--- config.mk ---
export PLATFORM = sky130hd
export DESIGN_NAME = btn_press_repeat
export DESIGN_NICKNAME = d
export VERILOG_FILES = /design/src/rtl/btn_press_repeat.sv
export SDC_FILE = /design/constraint.sdc
export NUM_CORES = 1
export LEC_CHECK = 0
export CORE_MARGIN = 5
export CORE_UTILIZATION = 45
export CTS_CLUSTER_DIAMETER = 200
export DETAILED_ROUTE_END_ITERATION = 6
export PLACE_DENSITY = 0.62
export SYNTH_ARGS = -nofsm -noshare
export SYNTH_HDL_FRONTEND = slang
export SYNTH_SLANG_ARGS = --single-unit
--- constraint.sdc ---
create_clock -name clk_i -period 2.3 [get_ports clk_i]
set_input_delay 0.46 -clock clk_i [delete_from_list [all_inputs] [get_ports clk_i]]
set_output_delay 0.46 -clock clk_i [all_outputs]
set_load 0.05 [all_outputs]
--- src/rtl/btn_press_repeat.sv ---
// -----------------------------------------------------------------------------
// btn_press_repeat
//
// Conditions one raw board key into clean, single-cycle events for the
// per-button edge/toggle/stepper logic of the signal generator.
//
//   raw key -> 2-FF synchroniser -> polarity normalise (sync_p, 1 = pressed)
//           -> debounce counter   -> btn_level_o
//           -> event FSM          -> press_o / repeat_o / release_o / long_o
//
// Event timeline while a key is held:
//   press_o on the cycle btn_level_o rises,
//   first repeat_o REPEAT_DELAY_CYC clocks after press_o,
//   further repeat_o every REPEAT_RATE_CYC clocks,
//   release_o on the cycle btn_level_o falls. A release always wins over a
//   repeat tick falling due in the same cycle.
//
// Parameters:
//   DEBOUNCE_CYC      consecutive stable synced clocks to accept a change (>=1)
//   REPEAT_DELAY_CYC  clocks from press_o to the first repeat_o          (>=1)
//   REPEAT_RATE_CYC   clocks between subsequent repeat_o pulses          (>=1)
//   ACTIVE_LOW        1: btn_i==0 means pressed, 0: btn_i==1 means pressed
//
// Ports:
//   clk_i        in   system clock
//   rst_n        in   asynchronous active-low reset
//   btn_i        in   raw key, asynchronous to clk_i, may bounce
//   btn_level_o  out  debounced level, 1 = pressed
//   press_o      out  one-cycle pulse on accepted press
//   repeat_o     out  one-cycle pulse per auto-repeat tick
//   release_o    out  one-cycle pulse on accepted release
//   long_o       out  long-press level
//
// Build option:
//   BTN_LONG_PRESS_EN  defined: long_o rises with the first repeat_o and falls
//                      with release_o. Undefined: long_o is tied to 0 and no
//                      extra flop is built.
// -----------------------------------------------------------------------------
module btn_press_repeat #(
    parameter int DEBOUNCE_CYC     = 1_000_000,
    parameter int REPEAT_DELAY_CYC = 25_000_000,
    parameter int REPEAT_RATE_CYC  = 5_000_000,
    parameter bit ACTIVE_LOW       = 1'b1
) (
    input  logic clk_i,
    input  logic rst_n,
    input  logic btn_i,
    output logic btn_level_o,
    output logic press_o,
    output logic repeat_o,
    output logic release_o,
    output logic long_o
);

    // -------------------------------------------------------------------------
    // Derived sizes and terminal counts
    // -------------------------------------------------------------------------
    localparam int DB_W    = $clog2(DEBOUNCE_CYC + 1);
    localparam int TMR_MAX = (REPEAT_DELAY_CYC > REPEAT_RATE_CYC) ?
                             REPEAT_DELAY_CYC : REPEAT_RATE_CYC;
    localparam int TMR_W   = $clog2(TMR_MAX + 1);

    localparam logic [DB_W-1:0]  DB_LAST    = DB_W'(DEBOUNCE_CYC - 1);
    localparam logic [TMR_W-1:0] DELAY_LAST = TMR_W'(REPEAT_DELAY_CYC - 1);
    localparam logic [TMR_W-1:0] RATE_LAST  = TMR_W'(REPEAT_RATE_CYC - 1);

    // Raw pin value meaning "released"; the synchroniser resets to it so a key
    // held through reset is seen as a fresh press afterwards.
    localparam logic RELEASED_RAW = ACTIVE_LOW;

    typedef enum logic [1:0] {
        ST_IDLE      = 2'd0,
        ST_HELD_WAIT = 2'd1,
        ST_REPEAT    = 2'd2
    } state_e;

    // -------------------------------------------------------------------------
    // State
    // -------------------------------------------------------------------------
    logic              sync1_q,   sync1_d;
    logic              sync2_q,   sync2_d;
    logic [DB_W-1:0]   db_cnt_q,  db_cnt_d;
    logic              level_q,   level_d;
    state_e            state_q,   state_d;
    logic [TMR_W-1:0]  timer_q,   timer_d;
    logic              press_q,   press_d;
    logic              repeat_q,  repeat_d;
    logic              release_q, release_d;

    logic              sync_p;
    logic              accept_press;
    logic              accept_release;

    // -------------------------------------------------------------------------
    // Synchroniser and polarity normalisation
    // -------------------------------------------------------------------------
    always_comb begin
        sync1_d = btn_i;
        sync2_d = sync1_q;
    end

    assign sync_p = ACTIVE_LOW ? ~sync2_q : sync2_q;

    // -------------------------------------------------------------------------
    // Debounce: the new level must be seen for DEBOUNCE_CYC consecutive synced
    // cycles; any cycle agreeing with the current level restarts the count.
    // -------------------------------------------------------------------------
    always_comb begin
        // NOTE: every signal written here gets a default first so no path
        // leaves it unassigned, which would otherwise infer a latch.
        db_cnt_d       = '0;
        level_d        = level_q;
        accept_press   = 1'b0;
        accept_release = 1'b0;

        if (sync_p != level_q) begin
            if (db_cnt_q == DB_LAST) begin
                level_d        = sync_p;
                accept_press   = sync_p;
                accept_release = ~sync_p;
            end else begin
                db_cnt_d = db_cnt_q + 1'b1;
            end
        end
    end

    // -------------------------------------------------------------------------
    // Event FSM with one shared timer. The event pulses are computed from the
    // same acceptance strobes that move btn_level_o, so press_o/release_o land
    // in exactly the cycle the level changes.
    // -------------------------------------------------------------------------
    always_comb begin
        state_d   = state_q;
        timer_d   = timer_q;
        press_d   = 1'b0;
        repeat_d  = 1'b0;
        release_d = 1'b0;

        if (accept_release) begin
            // Release outranks a repeat tick due in the same cycle.
            release_d = 1'b1;
            timer_d   = '0;
            state_d   = ST_IDLE;
        end else begin
            unique case (state_q)
                ST_IDLE: begin
                    timer_d = '0;
                    if (accept_press) begin
                        press_d = 1'b1;
                        state_d = ST_HELD_WAIT;
                    end
                end

                ST_HELD_WAIT: begin
                    if (timer_q == DELAY_LAST) begin
                        repeat_d = 1'b1;
                        timer_d  = '0;
                        state_d  = ST_REPEAT;
                    end else begin
                        timer_d = timer_q + 1'b1;
                    end
                end

                ST_REPEAT: begin
                    if (timer_q == RATE_LAST) begin
                        repeat_d = 1'b1;
                        timer_d  = '0;
                    end else begin
                        timer_d = timer_q + 1'b1;
                    end
                end

                default: begin
                    timer_d = '0;
                    state_d = ST_IDLE;
                end
            endcase
        end
    end

    // -------------------------------------------------------------------------
    // Registers
    // -------------------------------------------------------------------------
    // NOTE: the reset is asynchronous (in the sensitivity list) so outputs clear
    // the moment rst_n falls, even mid-operation, without waiting for a clock.
    always_ff @(posedge clk_i or negedge rst_n) begin
        if (!rst_n) begin
            sync1_q   <= RELEASED_RAW;
            sync2_q   <= RELEASED_RAW;
            db_cnt_q  <= '0;
            level_q   <= 1'b0;
            state_q   <= ST_IDLE;
            timer_q   <= '0;
            press_q   <= 1'b0;
            repeat_q  <= 1'b0;
            release_q <= 1'b0;
        end else begin
            // NOTE: non-blocking assignments so every flop samples the values
            // from before this edge, independent of statement order.
            sync1_q   <= sync1_d;
            sync2_q   <= sync2_d;
            db_cnt_q  <= db_cnt_d;
            level_q   <= level_d;
            state_q   <= state_d;
            timer_q   <= timer_d;
            press_q   <= press_d;
            repeat_q  <= repeat_d;
            release_q <= release_d;
        end
    end

    assign btn_level_o = level_q;
    assign press_o     = press_q;
    assign repeat_o    = repeat_q;
    assign release_o   = release_q;

    // -------------------------------------------------------------------------
    // Optional long-press level: high exactly while the FSM sits in REPEAT,
    // i.e. from the first repeat_o cycle up to (not including) release_o.
    // -------------------------------------------------------------------------
`ifdef BTN_LONG_PRESS_EN
    logic long_q, long_d;

    always_comb begin
        long_d = (state_d == ST_REPEAT);
    end

    always_ff @(posedge clk_i or negedge rst_n) begin
        if (!rst_n) begin
            long_q <= 1'b0;
        end else begin
            long_q <= long_d;
        end
    end

    assign long_o = long_q;
`else
    assign long_o = 1'b0;
`endif

endmodule
**Yosys cells after proc, flatten, opt, wreduce, memory -nomap -nowiden**

Cells that the tools add are included.

- Register bits after elaboration: 53
- Latch bits: 0
- RAM bits: 0
- ROM bits: 0
- Bits of input ports: 3
- Output and inout bits: 5
- Word-level logic and storage cells: 46
- Memories: 0

- Add/sub/neg operators: 2
- Multipliers: 0
- Div/mod/pow operators: 0
- $lt $le $gt $ge: 0
- Equal/unequal tests: 9
- Shifts and indexed selects: 0
- Multiplexer cells: 22
- Bitwise gates (word level): 1
- Reduce and logical (&&, ||, !) cells: 3

Operator list:

| operator | count |
|---|---|
| $mux W25 | 3 |
| $pmux W25 S2 | 1 |
| $mux W20 | 2 |
| $add A25 B1 Y25 const B | 1 |
| $eq A25 B23 Y1 const B | 1 |
| $eq A25 B25 Y1 const B | 1 |
| $add A20 B1 Y20 const B | 1 |
| $eq A20 B20 Y1 const B | 1 |
| $mux W1 | 11 |
| $mux W2 | 3 |
| $ne A3 B3 Y1 const B | 2 |
| $pmux W2 S3 | 1 |
| $reduce_and A3 Y1 | 1 |
| $eq A2 B1 Y1 const B | 1 |
| $eq A2 B2 Y1 const B | 1 |
| $logic_not A2 Y1 | 1 |
| $ne A2 B2 Y1 const B | 1 |
| $pmux W1 S2 | 1 |
| $reduce_and A2 Y1 | 1 |
| $ne A1 B1 Y1 | 1 |
| $not A1 Y1 | 1 |

**Longest topological paths before layout**

Gate-level depths: netlist of run 1.

- Depth in word-level cells: 6
- Mapped depth: 7
- Gate-level depth less buffers: 7

**Least setup slack after synthesis of run 1**

Ideal clock, no wire load.

- Path type: register -> register
- From: reg db_cnt_q[7]
- To: reg timer_q[10]
- Setup time: 0.119 ns
- Data arrival time: 1.712 ns
- Required time: 2.181 ns
- Slack: 0.469 ns
- Cell stages (with the launch flop): 7
- Buffers on the path: 1
- Period minus slack after synthesis: 1.831 ns
- Path through: dfrtp_1 > or4_4 > nor4_4 > nand2_2 > o221ai_4 > buf_6 > nor2_1

- Word-level cells in the longest chain between the ends: 4

Ends and longest elaborated chain:

| what | RTL line | source |
|---|---|---|
| from (decl) | 82 | `logic [DB_W-1:0] db_cnt_q, db_cnt_d;` |
| from (signal assigned) | 202 | `db_cnt_q <= db_cnt_d;` |
| $eq A20 B20 Y1 | 117 | `if (db_cnt_q == DB_LAST) begin` |
| $mux W1 | 117 |  |
| $mux W1 | 116 | `if (sync_p != level_q) begin` |
| $mux W25 | 139 | `if (accept_release) begin` |
| named net timer_d[10] | 85 | `logic [TMR_W-1:0] timer_q, timer_d;` |
| to (signal assigned) | 205 | `timer_q <= timer_d;` |
| to (decl) | 85 |  |

The timed path passes the listed nets, and every way through them passes these cells.
A chain may end at the register's enable or synchronous reset.

**Final worst setup path of run 1**

- From: reg level_q, in the netlist btn_level_o
- To: out btn_level_o

RTL lines:

| what | RTL line | source |
|---|---|---|
| from (decl) | 83 | `logic level_q, level_d;` |
| from (signal assigned) | 203 | `level_q <= level_d;` |
| to (decl) | 48 | `output logic btn_level_o,` |

No word-level cell between the ends.

==> impl_results.md, run 1 <==
* Row cnt at 28
* Vias at 1,892
* Switching power at 0.000361 W
* Syn Nets at 278
* Worst reg2reg path depth at 6
* Diode count at 0
* Highest clock rate at 498 MHz
* Clock root buffer: clkbuf_8
* Clock share of power at 35.5%
* Vias in the first global route at 1,836
* End point of the critical path: btn_level_o
* Die area at 0.00762 mm2
* Cell count after synthesis at 269
* Global Route Usage Sum at 14.1%
* Crit path capture type: output port
* Status: finished, final reports clean
* Final Hold Viols at 0
* Worst skew pair latency at 0.31 ns
* Unrepaired setup endpoints after global routing: no
* Most used DFF post-synth: dfrtp_1
* Worst min path class: input port to asynchronous set/reset pin
* Synthesis-stage register bit count at 53
* Starting Density at 45.9%
* Largest net degree at the start of global routing at 32
* Final min period at 2.01 ns
* Count of cell types in the netlist at 40
* Met1 Track Usage GR at 19.9%
* Number of cells on the critical path at 1
* Proportion of layout cells with a drive suffix above 1 at 9.15%
* First-pass GRT wire length at 8.55 mm
* Clk_skew at 0.0129 ns
* Final setup TNS at 0 ns
* Sequential power share at 61.6%
* HPWL after detailed placement at 3.43 mm
* Met2 GRT Util at 21.8%
* Slew Limit Fails at 0
* Pleak at 1.22 nW
* Worst Tran Pin Value at 0.559 ns
* Storage cell area at 0.00133 mm2
* Routing usage on met3 at 2.55%
* Pint at 0.00117 W
* Async set-reset flop share out of synthesis at 100%
* Final period utilization at 87.3%
* CP max stage delay at 0.82 ns
* Max H-tree Level at 2
* VDD IR max at 0.000246 V
* Global route hottest layer: met2
* Top-level I/O count at 8
* Vias per std cell at 5.27
* Initial DRT Pass Iterations at 4
* Final Wtd Congestion at 0.759
* Max Cap Viol at 0
* CTS Buf Count at 5
* Placed Instances at 351
* Crit path kind: flop to output port
* Die width at 87.3 um
* Routed WL per cell at 13.2 um
* Pwr/cell area at 517 mW/mm2
* Clk buf depth at 2
* Initial antenna violation count at 0
* Aggregate routed wire length at 4.75 mm
* DRC Markers at 0
* Slowest-stage cell, CP: clkdlybuf4s50_1
* Iter 0 DRT Violations at 105
* Bufs and invs on worst path at 1
* Final number of setup-violating endpoints at 0
* Comb power frac at 2.9%
* Total grt overflow at 0
* CTS tree: done
* Clock slew seen by the registers of the worst setup and hold paths at 0.10 ns
* Crit path cell chain: clkdlybuf4s50_1
* Final hold slack at 0.121 ns
* R2R Setup Slk at 0.33 ns
* Max FO, Critical Path at 5
* Non-Filler Instances at 359
* Sw frac at 23.6%
* Nets at 292
* Multi-input gate area at 0.00128 mm2
* Startpoint types: flop
* Mapped Avg Cell Area at 9.99 um2
* Sequential area share after synthesis at 49.5%
* R2R Path Start: db_cnt_q[7]
* Netlist Area Pre-Place at 0.00269 mm2
* # hold bufs at CTS at 0
* Post-CTS sizing at 0
* TritonCTS Sinks at 53
* Post-synth EDFFs at 0
* IO buf count at 6
* Total core area at 0.00585 mm2
* Slew headroom at 62.8%
* Routed Antenna Nets at 0
* Area Growth Syn to Fin at 10.4%
* Req. time, crit path at 1.84 ns
* Die height at 87.3 um
* WP data arrival at 1.55 ns
* Crit path launch: btn_level_o
* Setup repair bufs after CTS at 0
* Ys Warns at 0
* Reg2Reg Capture Point: timer_q[13]
* Top Family by Delay on Critical Path: buffers and inverters
* # fillers at 560
-- kinds of logic after synthesis --
kind of cell	Yosys count	synth area share [%]
AO/OA/AOI/OAI	13	3.77
other	1	0.140
buffers and inverters	15	2.89
XOR/XNOR	41	13.4
multiplexers	1	0.373
flip-flops	53	49.5
AND/OR/NAND/NOR	139	27.2
adder cells (fa/ha/maj)	6	2.79
-- registers in the layout, summed over array words and instances (netlist names) --
signal,count
db_cnt_q,20
sync1_q,1
timer_q,25
state_q,2
repeat_o,1
press_o,1
sync2_q,1
release_o,1
btn_level_o,1
-- cell usage after synthesis (2+ instances only) --
| cell type | n | area share, % |
|---|---|---|
| o21a_1 | 2 | 0.56 |
| nor4b_1 | 2 | 0.65 |
| buf_6 | 2 | 0.84 |
| nand4_1 | 14 | 3.3 |
| nand2_1 | 18 | 2.5 |
| xor2_1 | 30 | 9.8 |
| clkbuf_1 | 2 | 0.28 |
| dfstp_2 | 2 | 2.0 |
| nor4_1 | 2 | 0.47 |
| nor2_1 | 54 | 7.5 |
| nand4b_1 | 2 | 0.65 |
| nand3_1 | 19 | 3.5 |
| nor3_1 | 5 | 0.93 |
| buf_2 | 2 | 0.37 |
| and3_1 | 8 | 1.9 |
| xnor2_1 | 11 | 3.6 |
| and4_1 | 4 | 1.3 |
| nor3b_1 | 2 | 0.56 |
| ha_1 | 6 | 2.8 |
| dfrtp_1 | 51 | 48 |
| o21ai_0 | 5 | 0.93 |
| inv_1 | 8 | 1.1 |
-- power by group through the flow --
stage	registers [W]	clock network, W	logic [W]
floorplan	0.000961	0	0.0000178
global placement	0.000962	0	0.0000462
detailed placement	0.000962	0	0.0000471
CTS	0.000944	0.000566	0.0000471
global route	0.000945	0.000605	0.0000523
finish	0.000944	0.000544	0.0000450
-- layer usage --
| metal | vias to the layer above | wire length (um) |
|---|---|---|
| met5 | - | 0 |
| met4 | 0 | 69 |
| met3 | 7 | 149 |
| met2 | 21 | 2090 |
| met1 | 917 | 2440 |
| li1 | 947 | - |
-- worst reg2reg max path: cells and delay by family (launching register included) --
kind            cells  cell delay [ns]
simple gates        4             0.98
flops               1             0.47
compound gates      1             0.22
buf+inv             1             0.19
-- cell usage in the layout, fill, tap and decap left out, types with 4 or more instances in the layout --
| cell | n |
|---|---|
| clkbuf_8 | 5 |
| ha_1 | 6 |
| xor2_1 | 30 |
| dfrtp_1 | 51 |
| buf_4 | 6 |
| nor3_1 | 5 |
| clkdlybuf4s50_1 | 5 |
| inv_1 | 8 |
| nand3_1 | 19 |
| o21ai_0 | 4 |
| nand4_1 | 14 |
| nor2_1 | 54 |
| and3_1 | 8 |
| nand2_1 | 18 |
| xnor2_1 | 11 |
| and4_1 | 4 |
-- area by class of cell --
cell class              count  area share [%]
multi-input cells         201            43.1
clock buffers               5            2.32
flip-flops and latches     53            44.8
repair buffers             14            4.72
clock inverters             3           0.844
well taps                  75            3.16
inverters                   8            1.01
-- worst min-delay path by stage --
stage | slack (ns) | depth (start not counted) | to
floorplan | 0.16 | 0 | btn_level_o
global placement | 0.35 | 0 | sync2_q
detailed placement | 0.35 | 0 | sync2_q
CTS | 0.13 | 1 | db_cnt_q[15]
global route | 0.15 | 1 | db_cnt_q[15]
finish | 0.12 | 1 | db_cnt_q[15]
-- per-stage QoR --
step | util, % | power [W] | setup WS (ns) | area [um2]
final | 50.7 | 0.00153 | 0.293 | 2970
after global routing | 50.7 | 0.00160 | 0.212 | 2970
after CTS | 50.7 | 0.00156 | 0.269 | 2970
after detailed placement | 49.1 | 0.00101 | 0.355 | 2870
after global placement | 49.1 | 0.00101 | 0.368 | 2870
after floorplan | - | 0.000979 | 0.469 | 2690
Note: power is estimated with default switching activity, not from simulation.
==> run 2, diff against run 1 <==
--- a/config.mk
+++ b/config.mk
@@ -10,6 +10,8 @@
 export CTS_CLUSTER_DIAMETER = 200
 export DETAILED_ROUTE_END_ITERATION = 6
 export PLACE_DENSITY = 0.62
+export SETUP_SLACK_MARGIN = 0.15
+export SKIP_CTS_REPAIR_TIMING = 1
 export SYNTH_ARGS = -nofsm -noshare
 export SYNTH_HDL_FRONTEND = slang
 export SYNTH_SLANG_ARGS = --single-unit
==> results of run 2 <==
The final DEF is identical to that of run 1; final timing and power are the same.
